### src/rtl/encoder_pkg.sv
// encoder_pkg: shared types and helpers for the bit-scan encoder.
//   enc_state_t    : scanner FSM state (IDLE waits for a vector, BUSY emits beats)
//   vec_width(n)   : width of the scanned vector for an index width of n
package encoder_pkg;

    typedef enum logic {
        IDLE = 1'b0,
        BUSY = 1'b1
    } enc_state_t;

    function automatic int vec_width(input int n);
        return 2 ** n;
    endfunction

endpackage

### src/rtl/priority_encoder.sv
// priority_encoder: purely combinational lowest-set-bit encoder.
//   vec    [2**N-1:0] in  : vector to inspect
//   idx    [N-1:0]    out : index of the lowest set bit (0 when vec is zero)
//   any               out : vec has at least one bit set
//   single            out : vec has at most one bit set
module priority_encoder
    import encoder_pkg::*;
#(
    parameter int N = 2
) (
    input  logic [vec_width(N)-1:0] vec,
    output logic [N-1:0]            idx,
    output logic                    any,
    output logic                    single
);

    localparam int W = vec_width(N);

    // Two's-complement trick isolates the lowest set bit as a one-hot word.
    logic [W-1:0] lowest_onehot;
    assign lowest_onehot = vec & (~vec + W'(1));

    // OR-chain of the index of the (only) hot bit; no priority mux is needed
    // because lowest_onehot has at most one bit set.
    logic [W:0][N-1:0] idx_chain;
    assign idx_chain[0] = '0;

    generate
        for (genvar gi = 0; gi < W; gi++) begin : g_idx
            localparam logic [N-1:0] BIT_IDX = N'(gi);
            assign idx_chain[gi+1] = idx_chain[gi] | (lowest_onehot[gi] ? BIT_IDX : '0);
        end
    endgenerate

    assign idx    = idx_chain[W];
    assign any    = |vec;
    // Clearing the lowest set bit leaves nothing iff at most one bit was set.
    assign single = ((vec & (vec - W'(1))) == '0);

endmodule

### src/rtl/encoder_scan.sv
// encoder_scan: sequential bit-scan encoder.
// Accepts a 2**N-bit vector over valid/ready and emits the index of every set
// bit, lowest first, one per output handshake, flagging the final beat with
// last. An all-zero vector yields a single beat with zero=1, last=1, a=0.
//   clk, rst (async, active-high)
//   in_valid / in_ready / d [2**N-1:0]   : input vector handshake
//   out_valid / out_ready                : output beat handshake
//   a [N-1:0]  : index of the lowest pending set bit
//   last       : current beat is the final one for this vector
//   zero       : accepted vector was all zeros
module encoder_scan
    import encoder_pkg::*;
#(
    parameter int N = 2
) (
    input  logic                    clk,
    input  logic                    rst,
    input  logic                    in_valid,
    output logic                    in_ready,
    input  logic [vec_width(N)-1:0] d,
    output logic                    out_valid,
    input  logic                    out_ready,
    output logic [N-1:0]            a,
    output logic                    last,
    output logic                    zero
);

    localparam int W = vec_width(N);

    enc_state_t   state_reg;
    logic [W-1:0] pending_reg;

    logic [N-1:0] pe_idx;
    logic         pe_any;
    logic         pe_single;

    priority_encoder #(.N(N)) u_pe (
        .vec    (pending_reg),
        .idx    (pe_idx),
        .any    (pe_any),
        .single (pe_single)
    );

    logic busy;
    assign busy = (state_reg == BUSY);

    // Beat fields come straight from the registered pending vector, so they
    // stay stable while out_ready is low. They are gated with busy so that
    // IDLE presents all-zero outputs (pending==0 would otherwise read zero=1).
    assign out_valid = busy;
    assign a         = busy ? pe_idx : '0;
    assign zero      = busy & ~pe_any;
    assign last      = busy & pe_single;

    logic out_fire;
    assign out_fire = out_valid & out_ready;

    // Accepting on the final beat lets back-to-back vectors stream without
    // an idle cycle; this makes in_ready combinational from out_ready.
    assign in_ready = ~busy | (out_fire & last);

    // Pending vector with the index being emitted this beat removed.
    logic [W-1:0] cleared_next;
    assign cleared_next = pending_reg & ~(W'(1) << pe_idx);

    always_ff @(posedge clk or posedge rst) begin
        if (rst) begin
            state_reg   <= IDLE;
            pending_reg <= '0;
        end else begin
            case (state_reg)
                IDLE: begin
                    if (in_valid) begin
                        pending_reg <= d;
                        state_reg   <= BUSY;
                    end
                end
                BUSY: begin
                    if (out_ready) begin
                        if (!last) begin
                            pending_reg <= cleared_next;
                        end else if (in_valid) begin
                            pending_reg <= d;
                        end else begin
                            pending_reg <= '0;
                            state_reg   <= IDLE;
                        end
                    end
                end
                default: begin
                    state_reg   <= IDLE;
                    pending_reg <= '0;
                end
            endcase
        end
    end

endmodule

### config.mk
export PLATFORM = sky130hd
export DESIGN_NAME = encoder_scan
export DESIGN_NICKNAME = d
export VERILOG_FILES = /design/src/rtl/encoder_pkg.sv /design/src/rtl/priority_encoder.sv /design/src/rtl/encoder_scan.sv
export SDC_FILE = /design/constraint.sdc
export NUM_CORES = 1
export LEC_CHECK = 0
export BUFFER_PORTS_ARGS = -buffer_cell sky130_fd_sc_hd__buf_4
export CAP_MARGIN = 20
export CORE_AREA = 4 4 41 43
export CTS_CLUSTER_SIZE = 24
export DETAILED_ROUTE_END_ITERATION = 7
export DIE_AREA = 0 0 45 47
export GPL_ROUTABILITY_DRIVEN = 0
export GPL_TIMING_DRIVEN = 0
export MAX_ROUTING_LAYER = met4
export PLACE_DENSITY = 0.58
export SYNTH_ARGS = -nofsm -noshare
export SYNTH_HDL_FRONTEND = slang
export SYNTH_SLANG_ARGS = --single-unit
### constraint.sdc
create_clock -name clk -period 1.49 [get_ports clk]
set_input_delay 0.149 -clock clk [delete_from_list [all_inputs] [get_ports clk]]
set_output_delay 0.149 -clock clk [all_outputs]
set_load 0.01 [all_outputs]
---- Yosys cells after proc, flatten, opt, wreduce, memory -nomap -nowiden ----
Cells that the tools add are included.
Widths: inputs -> output; s select.
cells by class
  reductions and logical operators ........ 3
  muxes and demuxes ....................... 13
  bitwise logic cells ..................... 14
  equal/unequal tests ..................... 2
  add/sub/neg operators ................... 2
  shift-type cells ........................ 1
operator list
  kind                 count
  $mux 4               4
  $and 4x4->4          3
  $not 4->4            2
  $pmux 4 s2           1
  $mux 2               3
  $add 4x1->4 const B  1
  $and 1x1->1          4
  $logic_not 4->1      1
  $mux 1               4
  $ne 2x2->1 const B   2
  $or 2x2->2           2
  $reduce_or 4->1      1
  $shl 1x2->4 const A  1
  $sub 4x1->4 const B  1
  $not 1->1            2
  $pmux 1 s2           1
  $reduce_and 2->1     1
  $or 1x1->1           1
storage, ports and cells
  output and inout bits ................... 6
  bits in registers ....................... 5
  input port bits ......................... 8
  word-level logic and storage cells ...... 37

---- Longest topological paths before layout ----
  word-level depth ........................ 12
  mapped depth ............................ 3
  depth with buffers taken out ............ 3

---- By module ----
A second synthesis with hierarchy kept.
unflattened totals
  cell total of the unflattened synthesis .. 38
  area, all modules ....................... 334.1 um^2
modules (own cells, without submodules)
  module            cells each  sequential area each (um^2)  times used  area each (um^2)
  encoder_scan      28          125.1                        1           281.5
  priority_encoder  10          0.0                          1           52.6

---- Least setup slack after synthesis ----
Ideal clock, no wire load.
  path kind ............................... reg2reg
  from .................................... register pending_reg[2]
  to ...................................... register state_reg (netlist: out_valid)
  setup slack ............................. 0.092 ns
  required time ........................... 1.366 ns
  setup time .............................. 0.124 ns
  cell stages (with the launch flop) ...... 4
  buffers on the path ..................... 0
  arrival ................................. 1.273 ns
  period minus slack after synthesis ...... 1.398 ns
  cell sequence ........................... dfrtp_1 > or3_4 > o221a_4 > or2_1
between the ends
  word-level cells in the longest chain between the ends .. 7
ends and longest elaborated chain
  element                 RTL line                source
  from (decl)             encoder_scan.sv:31      logic [W-1:0] pending_reg;
  from (signal assigned)  encoder_scan.sv:81      pending_reg <= cleared_next;
  $sub 4x1->4             priority_encoder.sv:38  assign single = ((vec & (vec - W'(1))) == '0);
  $and 4x4->4 *           priority_encoder.sv:38
  $logic_not 4->1 *       priority_encoder.sv:38
  $and 1x1->1 *           encoder_scan.sv:53      assign last = busy & pe_single;
  $mux 1 *                encoder_scan.sv:80      if (!last) begin
  $mux 1 *                encoder_scan.sv:79      if (out_ready) begin
  $pmux 1 s2 *            encoder_scan.sv:71      case (state_reg)
  to (signal assigned)    encoder_scan.sv:68      state_reg <= IDLE;
  to (signal assigned)    encoder_scan.sv:75      state_reg <= BUSY;
  to (signal assigned)    encoder_scan.sv:86      state_reg <= IDLE;
  to (decl)               encoder_scan.sv:30      enc_state_t state_reg;
Mark *: on every way between the ends. The rest lies on a longest branch, timed or not.
A chain may end at the register's enable or synchronous reset.

---- Final worst setup path ----
  from .................................... register pending_reg[3]
  to ...................................... output port in_ready
between the ends
  word-level cells in the longest chain between the ends .. 6
ends and longest elaborated chain
  element            RTL line                source
  $sub 4x1->4        priority_encoder.sv:38
  $and 4x4->4 *      priority_encoder.sv:38
  $logic_not 4->1 *  priority_encoder.sv:38
  $and 1x1->1 *      encoder_scan.sv:53
  $and 1x1->1 *      encoder_scan.sv:60      assign in_ready = ~busy | (out_fire & last);
  $or 1x1->1 *       encoder_scan.sv:60
  to (decl)          encoder_scan.sv:19      output logic in_ready,
Marks and branches as above.

==> results.txt <==
----------------------------------------------------
[Layout]
  Fraction of layout instances using a drive strength above 1 ... 47.62%
  Max FFs per register ... 4
  Non-Filler Instances ... 78
  Total inserted antenna cells ... 0
  Total number of nets in the final design ... 72
  Area grow syn2layout ... 62.14%
  Final instance area ... 568.0 sq um

[Placement]
  Total placed cells including tap cells ... 68
  Count of buffers from port buffering ... 13
  Placed Instance Area ... 466.7 sq um
  Post-placement setup slack ... 0.03180 ns
  Half-perimeter wire length after detailed placement ... 635.1 microns

[Route]
  Average wire length per cell after detail routing ... 12.06 microns
  Via-to-Cell Ratio ... 4.859
  First-pass detailed-route iteration total ... 4
  Number of vias after detailed routing ... 379
  Violation count after the first detailed-routing iteration ... 7
  Number of DRC violations after detailed routing ... 0
  Number of antenna-violating nets in the routed design ... 0
  Total wire length ... 941 microns

[Logic synthesis]
  Leading post-synthesis cells by instance count ... inv_1, dfrtp_1, nand2_1, nand2b_1, o21ai_0
  Number of enable flip-flop cells after synthesis ... 0
  Sequential element share of the synthesized area ... 35.71%
  Flops & latches, synth ... 5
  Main flop type after synthesis ... dfrtp_1
  Largest cells by area after synthesis ... dfrtp_1, inv_1, o221a_4
  Net Count, Synth ... 48
  Ys Warns ... 0
  Per-instance average area after synthesis ... 8.758 sq um
  Distinct cell type count of the synthesized netlist ... 22
  Proportion of register bits with asynchronous set or reset after synthesis ... 100.0%
  Most frequently used cell type in the post-synthesis netlist ... inv_1
  Yosys top cell area share ... 35.71%
  Post-Syn Instances ... 40
  Summed instance area of the synthesized netlist ... 350.3 sq um
  Post-synthesis cell type with the largest combined area ... dfrtp_1

[Pwr]
  Pleak ... 0.2720 nW
  Logic pwr share ... 64.1%
  Sequential share of power ... 23.1%
  P_sw ... 477.4 uW
  Total power per unit cell area ... 2150 nW/um^2
  VDD IR-drop max ... 0.001059 V
  Switching power share of the total ... 39.09%
  Cell-internal power ... 744.1 uW
  Clock power share ... 12.8%

[Setup path]
  Crit path from ... pending_reg[3]
  Logic depth of the worst register-to-register path ... 4
  CP top delay family ... flip-flops
  Largest fanout of any net on the critical path ... 5
  Worst path slowest cell ... dfrtp_1
  Classification of the worst setup path ... reg2out
  CP cell instances ... or3_4, o221a_4, inv_2, buf_6
  Critical path arrival ... 1.47 ns
  Capturing point of the worst reg2reg path ... out_valid
  Critical path startpoint category ... register
  Maximum single-stage delay on the critical path ... 0.41 ns
  Reg2reg setup slack ... -0.08 ns
  CP Data Required Time ... 1.34 ns
  Reg2Reg Launch Point ... pending_reg[3]
  Critical path capture point type ... output pin
  Buffer and inverter count on the worst path ... 2

[Timing]
  Fmax achieved ... 617.3 MHz
  Final setup TNS ... -0.2723 ns
  RSZ-0062 raised after global routing ... yes
  Transition time at the pin with the least slew margin ... 0.3152 ns
  Ratio of final minimum period to clock period ... 108.7%
  Post-route setup slack ... -0.1301 ns
  Final count of negative-setup-slack endpoints ... 3
  Count of final max-slew check failures ... 0
  Worst-case clock skew ... 0.005993 ns
  Final critical-path required period ... 1.620 ns
  Fin. Hold Viols ... 0
  Final Hold Slack ... 0.1659 ns
  Rel. slew slack ... 78.99%

[Die]
  Number of placed I/O pins ... 14
  Die Span Y ... 47 microns
  # rows ... 13
  Initial standard-cell utilization of the core ... 26.92%
  Core Footprint ... 1301 sq um
  Die ar. ... 2115 sq um
  Chip Width ... 45 microns

[GRT]
  Number of global-route vias before repair ... 368
  GRT Residual Overflow ... 0
  Antenna violations before repair ... 0
  Met3 track demand over resource ... 6.897%
  First-pass GRT wire length ... 1573 microns
  Largest net degree at the start of global routing ... 11
  Most used routing layer in global routing ... met2
  Met2 layer usage reported by global route ... 15.82%
  Met1 track demand over resource ... 13.89%
  Global-route total usage across every layer ... 11.49%

[Min path]
  Launch instance of the worst min-delay path ... in_valid
  Worst hold path depth ... 2
  Type of the tightest min-delay check ... in2reg
  Destination of the worst hold path ... out_valid

[Run]
  Max Cap Viol ... 0

[Run status]
  Outcome ... complete, but fails checks
  Failing checks ... negative setup slack

[Clocking]
  Cts bufs inserted ... 3
  Clock transition at the registers of the reported paths ... 0.04 ns
  H-tree depth ... 1
  Master cell of the clock root buffer ... clkbuf_4
  Clock tree sinks ... 5
  CTS tree ... done
  Clock network latency to the later pin of the worst-skew pair ... 0.24 ns
  Maximum root-to-sink buffer count ... 2

----------------------------------------------------
==> worst max-delay path by stage <==
stage               slack (ns)        end  depth (start not counted)
global placement          0.03  out_valid                          3
detailed placement        0.03  out_valid                          3
finish                   -0.13   in_ready                          4
CTS                      -0.17   in_ready                          4
floorplan                 0.09  out_valid                          3
global route             -0.20   in_ready                          4
==> layout make-up <==
type | count | area [sq um]
Clock buffer | 4 | 26.28
Fill cell | 137 | 733.2
Timing Repair Buffer | 19 | 148.9
Inverter | 6 | 22.52
Sequential cell | 5 | 126.4
Multi-Input combinational cell | 29 | 225.2
Tap cell | 15 | 18.77
==> repair_timing <==
| action | CTS | global route |
|---|---|---|
| hold endpoints to repair | 5 | 0 |
| hold buffers | 1 | 0 |
| gates resized for setup | 4 | 6 |
| endpoints found under the setup margin | 3 | 8 |
| pin swaps | 2 | 3 |
| setup buffers | 4 | 1 |
==> logic make-up (layout without fill, tap and decap cells) <==
kind of cell               count (synthesis)  in the layout  synth area share [%]
DFF                                        5              5                 35.71
adders and majority gates                  1              1                 2.857
and+or+nand+nor                           18             18                 31.79
AOI/OAI and AO/OA                         10             10                 23.21
buffers and inverters                      6             29                 6.428
==> routing by layer <==
metal	vias to the layer above	wire length (microns)
li1	190	-
met1	173	403
met2	14	459
met3	2	72
met4	0	6
met5	-	0
==> per-stage QoR <==
step / util, % / power (mW)
4_1_cts: 41.35 / 1.153
5_1_grt: 43.65 / 1.340
2_1_floorplan: - / 0.6373
6_report: 43.65 / 1.222
3_3_place_gp: 35.87 / 0.8739
3_5_place_dp: 35.87 / 0.8792
==> layout by cell type (no fill, tap or decap), types with 2 or more instances in the layout <==
cell / n
nand2_1: 3
clkbuf_4: 3
nand2b_1: 3
o21ai_2: 2
inv_1: 5
buf_4: 17
nand3_1: 2
nor2_1: 2
dfrtp_1: 4
o211ai_1: 2
==> power groups by stage <==
| stage | sequential (mW) | clock [mW] | combinational [mW] |
|---|---|---|---|
| 2_1_floorplan | 0.275 | 0 | 0.362 |
| 3_3_place_gp | 0.302 | 0 | 0.572 |
| 3_5_place_dp | 0.300 | 0 | 0.579 |
| 4_1_cts | 0.281 | 0.168 | 0.703 |
| 5_1_grt | 0.295 | 0.186 | 0.860 |
| 6_report | 0.282 | 0.156 | 0.783 |
Power figures use the tool's default switching activity.
